File: config.mk
export PLATFORM = sky130hd
export DESIGN_NAME = command_word_sequencer_flat
export DESIGN_NICKNAME = d
export VERILOG_FILES = /design/src/rtl/command_word_sequencer_pkg.sv /design/src/rtl/command_word_sequencer_if.sv /design/src/rtl/command_word_sequencer_wr_edge_detect.sv /design/src/rtl/command_word_sequencer.sv /design/src/flat_wrapper.sv
export SDC_FILE = /design/constraint.sdc
export NUM_CORES = 1
export LEC_CHECK = 0
export CORE_ASPECT_RATIO = 0.5
export CORE_MARGIN = 4
export CORE_UTILIZATION = 50
export DETAILED_ROUTE_END_ITERATION = 10
export PLACE_DENSITY = 0.82
export SLEW_MARGIN = 20
export SYNTH_ARGS = -nofsm -noshare
export SYNTH_HDL_FRONTEND = slang
export SYNTH_SLANG_ARGS = --single-unit
File: constraint.sdc
create_clock -name clk -period 4.15 [get_ports clk]
set_clock_uncertainty 0.1 [all_clocks]
set_input_delay 0.6225 -clock clk [delete_from_list [all_inputs] [get_ports clk]]
set_output_delay 0.6225 -clock clk [all_outputs]
set_load 0.005 [all_outputs]
File: src/rtl/command_word_sequencer_pkg.sv
// Shared types and bit positions for the PIC programming front end:
// init-sequence states, ICW/OCW field positions and OCW2 command codes.
package command_word_sequencer_pkg;

   typedef enum logic [2:0] {
      S_UNINIT    = 3'd0,
      S_WAIT_ICW2 = 3'd1,
      S_WAIT_ICW3 = 3'd2,
      S_WAIT_ICW4 = 3'd3,
      S_READY     = 3'd4
   } state_e;

   // ICW1 fields (A0=0, D4=1)
   localparam int ICW1_IC4  = 0;
   localparam int ICW1_SNGL = 1;
   localparam int ICW1_LTIM = 3;
   localparam int CMD_SEL   = 4;

   // ICW4 fields
   localparam int ICW4_AEOI = 1;

   // D3 separates OCW2 (0) from OCW3 (1) once D4=0
   localparam int OCW_SEL   = 3;

   // OCW3 fields
   localparam int OCW3_RIS  = 0;
   localparam int OCW3_RR   = 1;
   localparam int OCW3_P    = 2;
   localparam int OCW3_SMM  = 5;
   localparam int OCW3_ESMM = 6;

   // OCW2 R,SL,EOI command codes
   localparam logic [2:0] OCW2_ROT_AEOI_CLR = 3'b000;
   localparam logic [2:0] OCW2_EOI          = 3'b001;
   localparam logic [2:0] OCW2_SEOI         = 3'b011;
   localparam logic [2:0] OCW2_ROT_AEOI_SET = 3'b100;
   localparam logic [2:0] OCW2_ROT_EOI      = 3'b101;
   localparam logic [2:0] OCW2_SET_PRI      = 3'b110;
   localparam logic [2:0] OCW2_ROT_SEOI     = 3'b111;

   function automatic logic [2:0] ocw2_cmd_of(input logic [7:0] d);
      return d[7:5];
   endfunction

endpackage

File: src/rtl/command_word_sequencer_if.sv
// CPU write port of the PIC: qualified active-low strobe, register select and byte.
interface command_word_sequencer_if;
   // Write handshake: a write commits once, in the cycle where the registered
   // strobe is still low and WR_n has returned high; A0 and data_in must be
   // stable in that cycle. There is no back-pressure.
   logic       WR_n;
   logic       A0;
   logic [7:0] data_in;

   modport master (output WR_n, output A0, output data_in);
   modport slave  (input  WR_n, input  A0, input  data_in);
endinterface

File: src/rtl/command_word_sequencer_wr_edge_detect.sv
// Registers the write strobe and flags the cycle in which it rises (the commit cycle).
module command_word_sequencer_wr_edge_detect (
   input  logic clk,
   input  logic rst_n,
   input  logic WR_n,
   output logic commit
);

   logic wr_q;

   always_ff @(posedge clk or negedge rst_n) begin
      if (!rst_n) wr_q <= 1'b1;
      else        wr_q <= WR_n;
   end

   assign commit = ~wr_q & WR_n;

endmodule

File: src/rtl/command_word_sequencer.sv
// ICW1-ICW4 initialisation sequencer and OCW1-OCW3 command decoder; holds the
// mask, vector base, mode bits and the EOI/rotate/poll/read-select commands.
module command_word_sequencer
   import command_word_sequencer_pkg::*;
#(
   parameter logic [7:0] IMR_RESET      = 8'h00,
   parameter logic [4:0] VEC_BASE_RESET = 5'h00
) (
   input  logic                      clk,
   input  logic                      rst_n,
   command_word_sequencer_if.slave   bus,
   output logic [7:0]                IMR,
   output logic [4:0]                vector_base,
   output logic                      LTIM,
   output logic                      SNGL,
   output logic                      AEOI,
   output logic [7:0]                cascade_cfg,
   output logic                      init_done,
   output logic                      rotate_aeoi,
   output logic                      special_mask,
   output logic                      read_isr,
   output logic                      ocw2_valid,
   output logic [2:0]                ocw2_cmd,
   output logic [2:0]                ocw2_level,
   output logic                      poll_req,
   output state_e                    state_dbg
);

   logic       commit;
   logic       a0;
   logic [7:0] d;

   state_e     state_q, state_d;
   logic       ic4_q, ic4_d;
   logic [7:0] imr_d, cascade_d;
   logic [4:0] vb_d;
   logic       ltim_d, sngl_d, aeoi_d, rot_d, sm_d, ris_d;
   logic       ocw2_valid_d, poll_d;
   logic [2:0] cmd_d, level_d;

   command_word_sequencer_wr_edge_detect u_wr_edge (
      .clk    (clk),
      .rst_n  (rst_n),
      .WR_n   (bus.WR_n),
      .commit (commit)
   );

   assign a0 = bus.A0;
   assign d  = bus.data_in;

   always_comb begin
      state_d      = state_q;
      ic4_d        = ic4_q;
      imr_d        = IMR;
      vb_d         = vector_base;
      ltim_d       = LTIM;
      sngl_d       = SNGL;
      aeoi_d       = AEOI;
      cascade_d    = cascade_cfg;
      rot_d        = rotate_aeoi;
      sm_d         = special_mask;
      ris_d        = read_isr;
      cmd_d        = ocw2_cmd;
      level_d      = ocw2_level;
      ocw2_valid_d = 1'b0;
      poll_d       = 1'b0;

      if (commit) begin
         if (!a0 && d[CMD_SEL]) begin
            // ICW1 restarts initialisation from any state
            ic4_d   = d[ICW1_IC4];
            sngl_d  = d[ICW1_SNGL];
            ltim_d  = d[ICW1_LTIM];
            imr_d   = IMR_RESET;
            sm_d    = 1'b0;
            ris_d   = 1'b0;
            rot_d   = 1'b0;
            if (!d[ICW1_IC4]) aeoi_d = 1'b0;
            state_d = S_WAIT_ICW2;
         end else if (a0) begin
            case (state_q)
               S_WAIT_ICW2: begin
                  vb_d = d[7:3];
                  if (!SNGL)      state_d = S_WAIT_ICW3;
                  else if (ic4_q) state_d = S_WAIT_ICW4;
                  else            state_d = S_READY;
               end
               S_WAIT_ICW3: begin
                  cascade_d = d;
                  state_d   = ic4_q ? S_WAIT_ICW4 : S_READY;
               end
               S_WAIT_ICW4: begin
                  aeoi_d  = d[ICW4_AEOI];
                  state_d = S_READY;
               end
               S_READY: imr_d = d;
               default: ;
            endcase
         end else if (state_q == S_READY) begin
            if (!d[OCW_SEL]) begin
               ocw2_valid_d = 1'b1;
               cmd_d        = ocw2_cmd_of(d);
               level_d      = d[2:0];
               if (ocw2_cmd_of(d) == OCW2_ROT_AEOI_SET)      rot_d = 1'b1;
               else if (ocw2_cmd_of(d) == OCW2_ROT_AEOI_CLR) rot_d = 1'b0;
            end else begin
               if (d[OCW3_RR])   ris_d  = d[OCW3_RIS];
               if (d[OCW3_ESMM]) sm_d   = d[OCW3_SMM];
               if (d[OCW3_P])    poll_d = 1'b1;
            end
         end
      end
   end

   always_ff @(posedge clk or negedge rst_n) begin
      if (!rst_n) begin
         state_q      <= S_UNINIT;
         ic4_q        <= 1'b0;
         IMR          <= IMR_RESET;
         vector_base  <= VEC_BASE_RESET;
         LTIM         <= 1'b0;
         SNGL         <= 1'b0;
         AEOI         <= 1'b0;
         cascade_cfg  <= 8'h00;
         rotate_aeoi  <= 1'b0;
         special_mask <= 1'b0;
         read_isr     <= 1'b0;
         ocw2_valid   <= 1'b0;
         ocw2_cmd     <= 3'b000;
         ocw2_level   <= 3'b000;
         poll_req     <= 1'b0;
      end else begin
         state_q      <= state_d;
         ic4_q        <= ic4_d;
         IMR          <= imr_d;
         vector_base  <= vb_d;
         LTIM         <= ltim_d;
         SNGL         <= sngl_d;
         AEOI         <= aeoi_d;
         cascade_cfg  <= cascade_d;
         rotate_aeoi  <= rot_d;
         special_mask <= sm_d;
         read_isr     <= ris_d;
         ocw2_valid   <= ocw2_valid_d;
         ocw2_cmd     <= cmd_d;
         ocw2_level   <= level_d;
         poll_req     <= poll_d;
      end
   end

   assign init_done = (state_q == S_READY);
   assign state_dbg = state_q;

endmodule

File: src/flat_wrapper.sv
// flat-port wrapper written by rule: the top's interface ports become plain ports
module command_word_sequencer_flat import command_word_sequencer_pkg::*;
#(
   parameter logic [7:0] IMR_RESET      = 8'h00,
   parameter logic [4:0] VEC_BASE_RESET = 5'h00
)
  (clk, rst_n, IMR, vector_base, LTIM, SNGL, AEOI, cascade_cfg, init_done, rotate_aeoi, special_mask, read_isr, ocw2_valid, ocw2_cmd, ocw2_level, poll_req, state_dbg, bus_WR_n, bus_A0, bus_data_in);
  command_word_sequencer_if bus_i ();
  input  logic clk;
  input  logic rst_n;
  output logic [7:0] IMR;
  output logic [4:0] vector_base;
  output logic LTIM;
  output logic SNGL;
  output logic AEOI;
  output logic [7:0] cascade_cfg;
  output logic init_done;
  output logic rotate_aeoi;
  output logic special_mask;
  output logic read_isr;
  output logic ocw2_valid;
  output logic [2:0] ocw2_cmd;
  output logic [2:0] ocw2_level;
  output logic poll_req;
  output state_e state_dbg;
  input wire logic [$bits(bus_i.WR_n)-1:0] bus_WR_n;
  input wire logic [$bits(bus_i.A0)-1:0] bus_A0;
  input wire logic [$bits(bus_i.data_in)-1:0] bus_data_in;
  assign bus_i.WR_n = bus_WR_n;
  assign bus_i.A0 = bus_A0;
  assign bus_i.data_in = bus_data_in;
  command_word_sequencer #(.IMR_RESET(IMR_RESET), .VEC_BASE_RESET(VEC_BASE_RESET)) u_core (.clk(clk), .rst_n(rst_n), .bus(bus_i), .IMR(IMR), .vector_base(vector_base), .LTIM(LTIM), .SNGL(SNGL), .AEOI(AEOI), .cascade_cfg(cascade_cfg), .init_done(init_done), .rotate_aeoi(rotate_aeoi), .special_mask(special_mask), .read_isr(read_isr), .ocw2_valid(ocw2_valid), .ocw2_cmd(ocw2_cmd), .ocw2_level(ocw2_level), .poll_req(poll_req), .state_dbg(state_dbg));
endmodule
==> results of run 1 <==
-- critical path: stages, from the launching register on --
cell,delay [ns]
sky130_fd_sc_hd__dfrtp_1,0.49
sky130_fd_sc_hd__or3b_1,0.56
sky130_fd_sc_hd__inv_1,0.41
sky130_fd_sc_hd__clkdlybuf4s50_1,0.59
-- routing by layer --
metal  part of all wire, %  wire, um  vias up  global-route usage (%)
met5                     0         0        -                       0
met3                   5.2       242        7                    4.91
met4                   1.1        51        0                    7.55
met1                    47      2170      730                    31.0
met2                    47      2160       53                    30.8
li1                      -         -      675                       -
-- flip-flops by register name (all words and copies together), names as in the netlist --
name                   count
u_core.u_wr_edge.wr_q      1
u_core.IMR                 8
u_core.special_mask        1
u_core.poll_req            1
u_core.rotate_aeoi         1
u_core.cascade_cfg         8
u_core.ocw2_cmd            3
u_core.SNGL                1
u_core.ocw2_level          3
u_core.ocw2_valid          1
u_core.read_isr            1
u_core.AEOI                1
u_core.state_dbg           3
u_core.LTIM                1
u_core.ic4_q               1
u_core.vector_base         5
-- synthesized netlist by cell type (all sizes together) (2+ instances only) --
cell	instances	area [um^2]
o211ai	2	15.0
a21oi	3	15.0
nor2b	2	12.5
clkbuf	5	18.8
nand3	6	30.0
buf	6	51.3
or3b	2	17.5
o21ai	5	25.0
nand4	4	25.0
nand2	4	15.0
o31ai	3	22.5
mux2i	6	60.1
o2bb2ai	5	43.8
and3	2	12.5
a211oi	2	15.0
mux2	22	270
nor2	4	15.0
inv	7	26.3
dfrtp	39	976
nand2b	3	18.8
and3b	6	52.6
nand3b	3	22.5
-- power groups by stage --
stage	registers [mW]	clock network [mW]	logic, mW
finish	0.622	0.257	0.534
global route	0.642	0.284	0.582
CTS	0.620	0.261	0.539
detailed placement	0.624	0	0.536
global placement	0.620	0	0.525
floorplan	0.597	0	0.267
-- logic make-up after synthesis --
| family | after synthesis | share of synthesized area (%) |
|---|---|---|
| simple gates | 42 | 14.3 |
| flops | 40 | 52.3 |
| mux | 28 | 17.2 |
| buf+inv | 18 | 5.02 |
| compound gates | 29 | 11.2 |
-- metrics by stage --
stage	cells	util (%)	cell area, um^2
after floorplan	157	-	1920
after global placement	247	67.5	2410
after detailed placement	247	67.5	2410
after CTS	255	70.0	2490
after global routing	255	70.0	2490
final	255	70.0	2490
-- worst max path at each step --
stage                                          from                          endpoint
global placement                             bus_A0  u_core.ocw2_level[0]$_DFFE_PN0P_
floorplan           u_core.state_dbg[0]$_DFFE_PN0P_    u_core.ocw2_cmd[0]$_DFFE_PN0P_
finish              u_core.state_dbg[0]$_DFFE_PN0P_                         init_done
CTS                 u_core.state_dbg[0]$_DFFE_PN0P_                         init_done
global route        u_core.state_dbg[0]$_DFFE_PN0P_                         init_done
detailed placement                           bus_A0    u_core.ocw2_cmd[1]$_DFFE_PN0P_
-- layout make-up --
| cell class | count | area (um^2) | share of cell area [%] |
|---|---|---|---|
| clock inverters | 3 | 18.8 | 0.752 |
| well taps | 51 | 63.8 | 2.56 |
| repair buffers | 50 | 495 | 19.9 |
| flip-flops and latches | 40 | 1000 | 40.2 |
| inverters | 7 | 26.3 | 1.05 |
| clock buffers | 5 | 68.8 | 2.76 |
| multi-input cells | 99 | 820 | 32.8 |
==> results_dict.tcl, run 1 <==
set metrics [dict create \
    clock_power_share_pct 18.2 \
    power.ir.vdd_worst_v 0.000350 \
    rsz0062_at_grt "false" \
    drt-total-wl_um 4620 \
    intPower_mw 0.982 \
    grt_antenna_before_repair 0 \
    syn_area_per_cell_um2 12.2 \
    layout.cells.most_common "sky130_fd_sc_hd__clkdlybuf4s50_1" \
    design.portCount 51 \
    route.detailed.drc 0 \
    synth.cell_area_mm2 0.00192 \
    ctsResizeCount 0 \
    die_width_um 95.6 \
    routed-via-count 1465 \
    wire_per_inst_um 18.1 \
    combPwrFrac_pct 37.8 \
    endpoint_kind "output port" \
    final_net_count 215 \
    tritoncts "yes" \
    place_hpwl_um 3210 \
    net_sw_share_pct 30.5 \
    run_status "complete, no violations" \
    reg2regPathDepth 3 \
    drtAntennaViolNets 0 \
    synth_cell_type_count 41 \
    timing_worst_slew_pin_value_ns 0.855 \
    clock_insertion_delay_worst_skew_ns 0.30 \
    finalHoldViolCount 0 \
    slack_of_the_worst_reg_to_reg_path_ns 1.92 \
    drv_slew 0 \
    cts_max_path_buffers 2 \
    r2r_end "u_core.ocw2_cmd[1]$_DFFE_PN0P_" \
    dpl_worst_slack_ns 1.19 \
    syn2layout_area_growth_pct 30.1 \
    detail_route.iter0.violations 153 \
    firstDrtPassIters 5 \
    timing.max_slew.rel_slack_pct 43.0 \
    cts.reportedPaths.clkPinSlew_ns 0.08 \
    synth-edff-count 0 \
    fin_crit_sh_pct 74.2 \
    tritoncts.num_buffers 5 \
    final.setup.tns_ns 0 \
    p_leak_nw 1.09 \
    io_buffers 50 \
    row_count 15 \
    synth_sequential_area_ratio_pct 52.3 \
    post_cts.repair.setup_buffers 0 \
    gp_routability_congestion 0.895 \
    cp_data_required_time_ns 3.43 \
    antenna_cells 0 \
    worstPathMaxFanout 12 \
    whs_ns 0.327 \
    vias_per_cell 5.75 \
    design_power_total_mw 1.41 \
    number_of_filler_instances_in_the_final_layout 268 \
    maxClockFrequency_mhz 325 \
    finalSetupViolCount 0 \
    synthFlopType "sky130_fd_sc_hd__dfrtp_1" \
    power.density_mw_per_mm2 566 \
    synth.yosys.warnings 0 \
    reg_power_share_pct 44.0 \
    worst_ep_arrival_time_ns 2.35 \
    design.die.area_mm2 0.00495 \
    globalRouteOverflowTotal 0 \
    asyncSetResetFlopFracSynth_pct 100 \
    vias_in_the_first_global_route 1466 \
    worstHoldPathType "in -> async" \
    clock_sinks 40 \
    synth.ff_latch_count 40 \
    clock_tree.root_cell "sky130_fd_sc_hd__clkbuf_8" \
    grt_first_pass_wirelength_um 7790 \
    layout_setup_ws_ns 1.07 \
    grt_start_max_net_pins 41 \
    critical_path_class "reg -> out" \
    setup.worst_path.start_class "flop" \
    period_minus_slack_ns 3.08 \
    starting_density_of_the_core_pct 53.8 \
    rr_startpoint "u_core.state_dbg[0]$_DFFE_PN0P_" \
    die_height_um 51.8 \
    final_layout_size_suffix_gt1_share_pct 17.2 \
    switching_power_mw 0.431 \
    htree_num_levels 2 \
    syn-num-nets 169 \
    placeableCoreArea_mm2 0.00357 \
    cts_hold_buffers 0 \
    max_cap_violations 0 \
    globalRouteTotalUtil_pct 21.2 \
    commonest_cells_after_routing_fill_and_taps_aside "sky130_fd_sc_hd__clkdlybuf4s50_1 (49), sky130_fd_sc_hd__dfrtp_1 (39), sky130_fd_sc_hd__mux2_2 (16)" \
    syn-instance-count 157 \
]
(Power assumes the default switching activity.)
==> inputs of run 2 (changes only) <==
- CORE_UTILIZATION: 50 -> 43
- PLACE_DENSITY: 0.82 -> 0.75
- clock period: 4.15 -> 2.7 ns (I/O delays scaled with it)
==> run 2 against run 1 <==
- combinational power increased by 57%
- count of clock-buffer cells in the layout is the same
- routed wire length is 3.5% higher
- flip-flop and latch count did not move
- critical path type unchanged
- largest power group unchanged
==> results_dict.tcl, run 2 (same netlist as run 1, synthesis figures left out) <==
set metrics [dict create \
    run_status "complete, no violations" \
    layout.cells.most_common "sky130_fd_sc_hd__clkdlybuf4s50_1" \
    finalHoldViolCount 0 \
    power.density_mw_per_mm2 890 \
    reg.largest.list "u_core.IMR: 8 flops, u_core.cascade_cfg: 8 flops, u_core.vector_base: 5 flops" \
    cts.reportedPaths.clkPinSlew_ns 0.09 \
    timing.critical_path.cells "or3b_1 > inv_1 > clkdlybuf4s50_1" \
    final_net_count 220 \
    vias_in_the_first_global_route 1501 \
    final.setup.tns_ns 0 \
    critical_path_class "reg -> out" \
    critical-path-top-delay-family "buffers and inverters" \
    ctsResizeCount 0 \
    clock_sinks 40 \
    rr_startpoint "u_core.state_dbg[0]$_DFFE_PN0P_" \
    die_width_um 102 \
    number_of_filler_instances_in_the_final_layout 324 \
    cp_slowest_stage_delay_ns 0.57 \
    setup.worst_path.start_class "flop" \
    drt-total-wl_um 4780 \
    critical_path.slowest_cell "sky130_fd_sc_hd__or3b_1" \
    gp_routability_congestion 0.826 \
    detail_route.iter0.violations 143 \
    power.ir.vdd_worst_v 0.000515 \
    placed_cells 255 \
    post_layout_nonfiller_instances 263 \
    cp_data_required_time_ns 2.19 \
    met2_usage_pct 28.3 \
    place_hpwl_um 3390 \
    vias_per_cell 5.61 \
    slack_of_the_worst_reg_to_reg_path_ns 0.48 \
    worstPathMaxFanout 10 \
    die_height_um 55.2 \
    rsz0062_at_grt "false" \
    grt_antenna_before_repair 0 \
    finalSetupViolCount 0 \
    htree_num_levels 2 \
    max_cap_violations 0 \
    design.die.area_mm2 0.00566 \
    placed_area_mm2 0.00245 \
    grt_first_pass_wirelength_um 7820 \
    endpoint_kind "output port" \
    tritoncts.num_buffers 5 \
    grt_start_max_net_pins 41 \
    globalRouteTotalUtil_pct 17.7 \
    r2r_end "u_core.ocw2_level[0]$_DFFE_PN0P_" \
    timing_worst_slew_pin_value_ns 0.879 \
    route.detailed.drc 0 \
    period_minus_slack_ns 2.49 \
    cts_max_path_buffers 2 \
    grt.met3_usage_pct 4.65 \
    cts_hold_buffers 0 \
    antenna_cells 0 \
    timing.max_slew.rel_slack_pct 41.4 \
    grt.met1_usage_pct 23.2 \
    clock_insertion_delay_worst_skew_ns 0.30 \
    clock_tree.root_cell "sky130_fd_sc_hd__clkbuf_8" \
    commonest_cells_after_routing_fill_and_taps_aside "sky130_fd_sc_hd__clkdlybuf4s50_1 (49), sky130_fd_sc_hd__dfrtp_1 (39), sky130_fd_sc_hd__mux2_2 (16)" \
    worstHoldPathType "in -> async" \
    fin_crit_sh_pct 92.2 \
    maxClockFrequency_mhz 402 \
    globalRoute.busiestLayer "met2" \
    drtAntennaViolNets 0 \
    reg2regPathDepth 3 \
    design.portCount 51 \
    io_buffers 50 \
    globalRouteOverflowTotal 0 \
    p_leak_nw 1.12 \
    worst_ep_arrival_time_ns 1.98 \
    final_layout_size_suffix_gt1_share_pct 19.1 \
    row_count 16 \
    routed-via-count 1476 \
    firstDrtPassIters 4 \
    post_cts.repair.setup_buffers 0 \
    drv_slew 0 \
    whs_ns 0.122 \
    syn2layout_area_growth_pct 33.5 \
    placeableCoreArea_mm2 0.00410 \
    starting_density_of_the_core_pct 46.7 \
    wire_per_inst_um 18.2 \
    critical_path.n_buffers_inverters 2 \
    final_cell_area_mm2 0.00256 \
    tritoncts "yes" \
]
-- run 2: per-stage QoR --
stage	utilization (%)	power, mW	worst slack, ns
2_1_floorplan	-	1.33	0.546
3_3_place_gp	59.7	1.77	0.287
3_5_place_dp	59.7	1.80	0.246
4_1_cts	62.4	2.30	0.212
5_1_grt	62.4	2.41	0.137
6_report	62.4	2.28	0.211
-- run 2: cell type report --
| class | instances | area (um^2) | share of cell area [%] |
|---|---|---|---|
| Clock inverter | 3 | 42.5 | 1.66 |
| Clock buffer | 5 | 68.8 | 2.69 |
| Timing Repair Buffer | 55 | 533 | 20.8 |
| Sequential cell | 40 | 1000 | 39.1 |
| Multi-Input combinational cell | 99 | 820 | 32.0 |
| Tap cell | 54 | 67.6 | 2.64 |
| Inverter | 7 | 26.3 | 1.03 |
-- run 2: worst max path at each step --
stage,startpoint,endpoint,cells after the start
2_1_floorplan,u_core.state_dbg[0]$_DFFE_PN0P_,u_core.ocw2_cmd[0]$_DFFE_PN0P_,6
4_1_cts,u_core.state_dbg[0]$_DFFE_PN0P_,init_done,3
3_5_place_dp,bus_WR_n,u_core.ocw2_cmd[2]$_DFFE_PN0P_,4
6_report,u_core.state_dbg[0]$_DFFE_PN0P_,init_done,3
3_3_place_gp,bus_WR_n,u_core.ocw2_cmd[1]$_DFFE_PN0P_,4
5_1_grt,u_core.state_dbg[2]$_DFFE_PN0P_,init_done,3
-- run 2: where the power goes --
| group | leakage [nW] | switching, mW | total (mW) | internal, mW |
|---|---|---|---|---|
| logic | 0.581 | 0.287 | 0.838 | 0.551 |
| registers | 0.487 | 0.162 | 0.951 | 0.789 |
| clock network | 0.0541 | 0.216 | 0.490 | 0.274 |
| total | 1.12 | 0.666 | 2.28 | 1.61 |
-- run 2: metal layers --
metal | vias to the layer above | part of all wire, %
met3 | 4 | 6.9
met4 | 0 | 0.84
met1 | 738 | 43
met5 | - | 0
met2 | 56 | 49
li1 | 678 | -
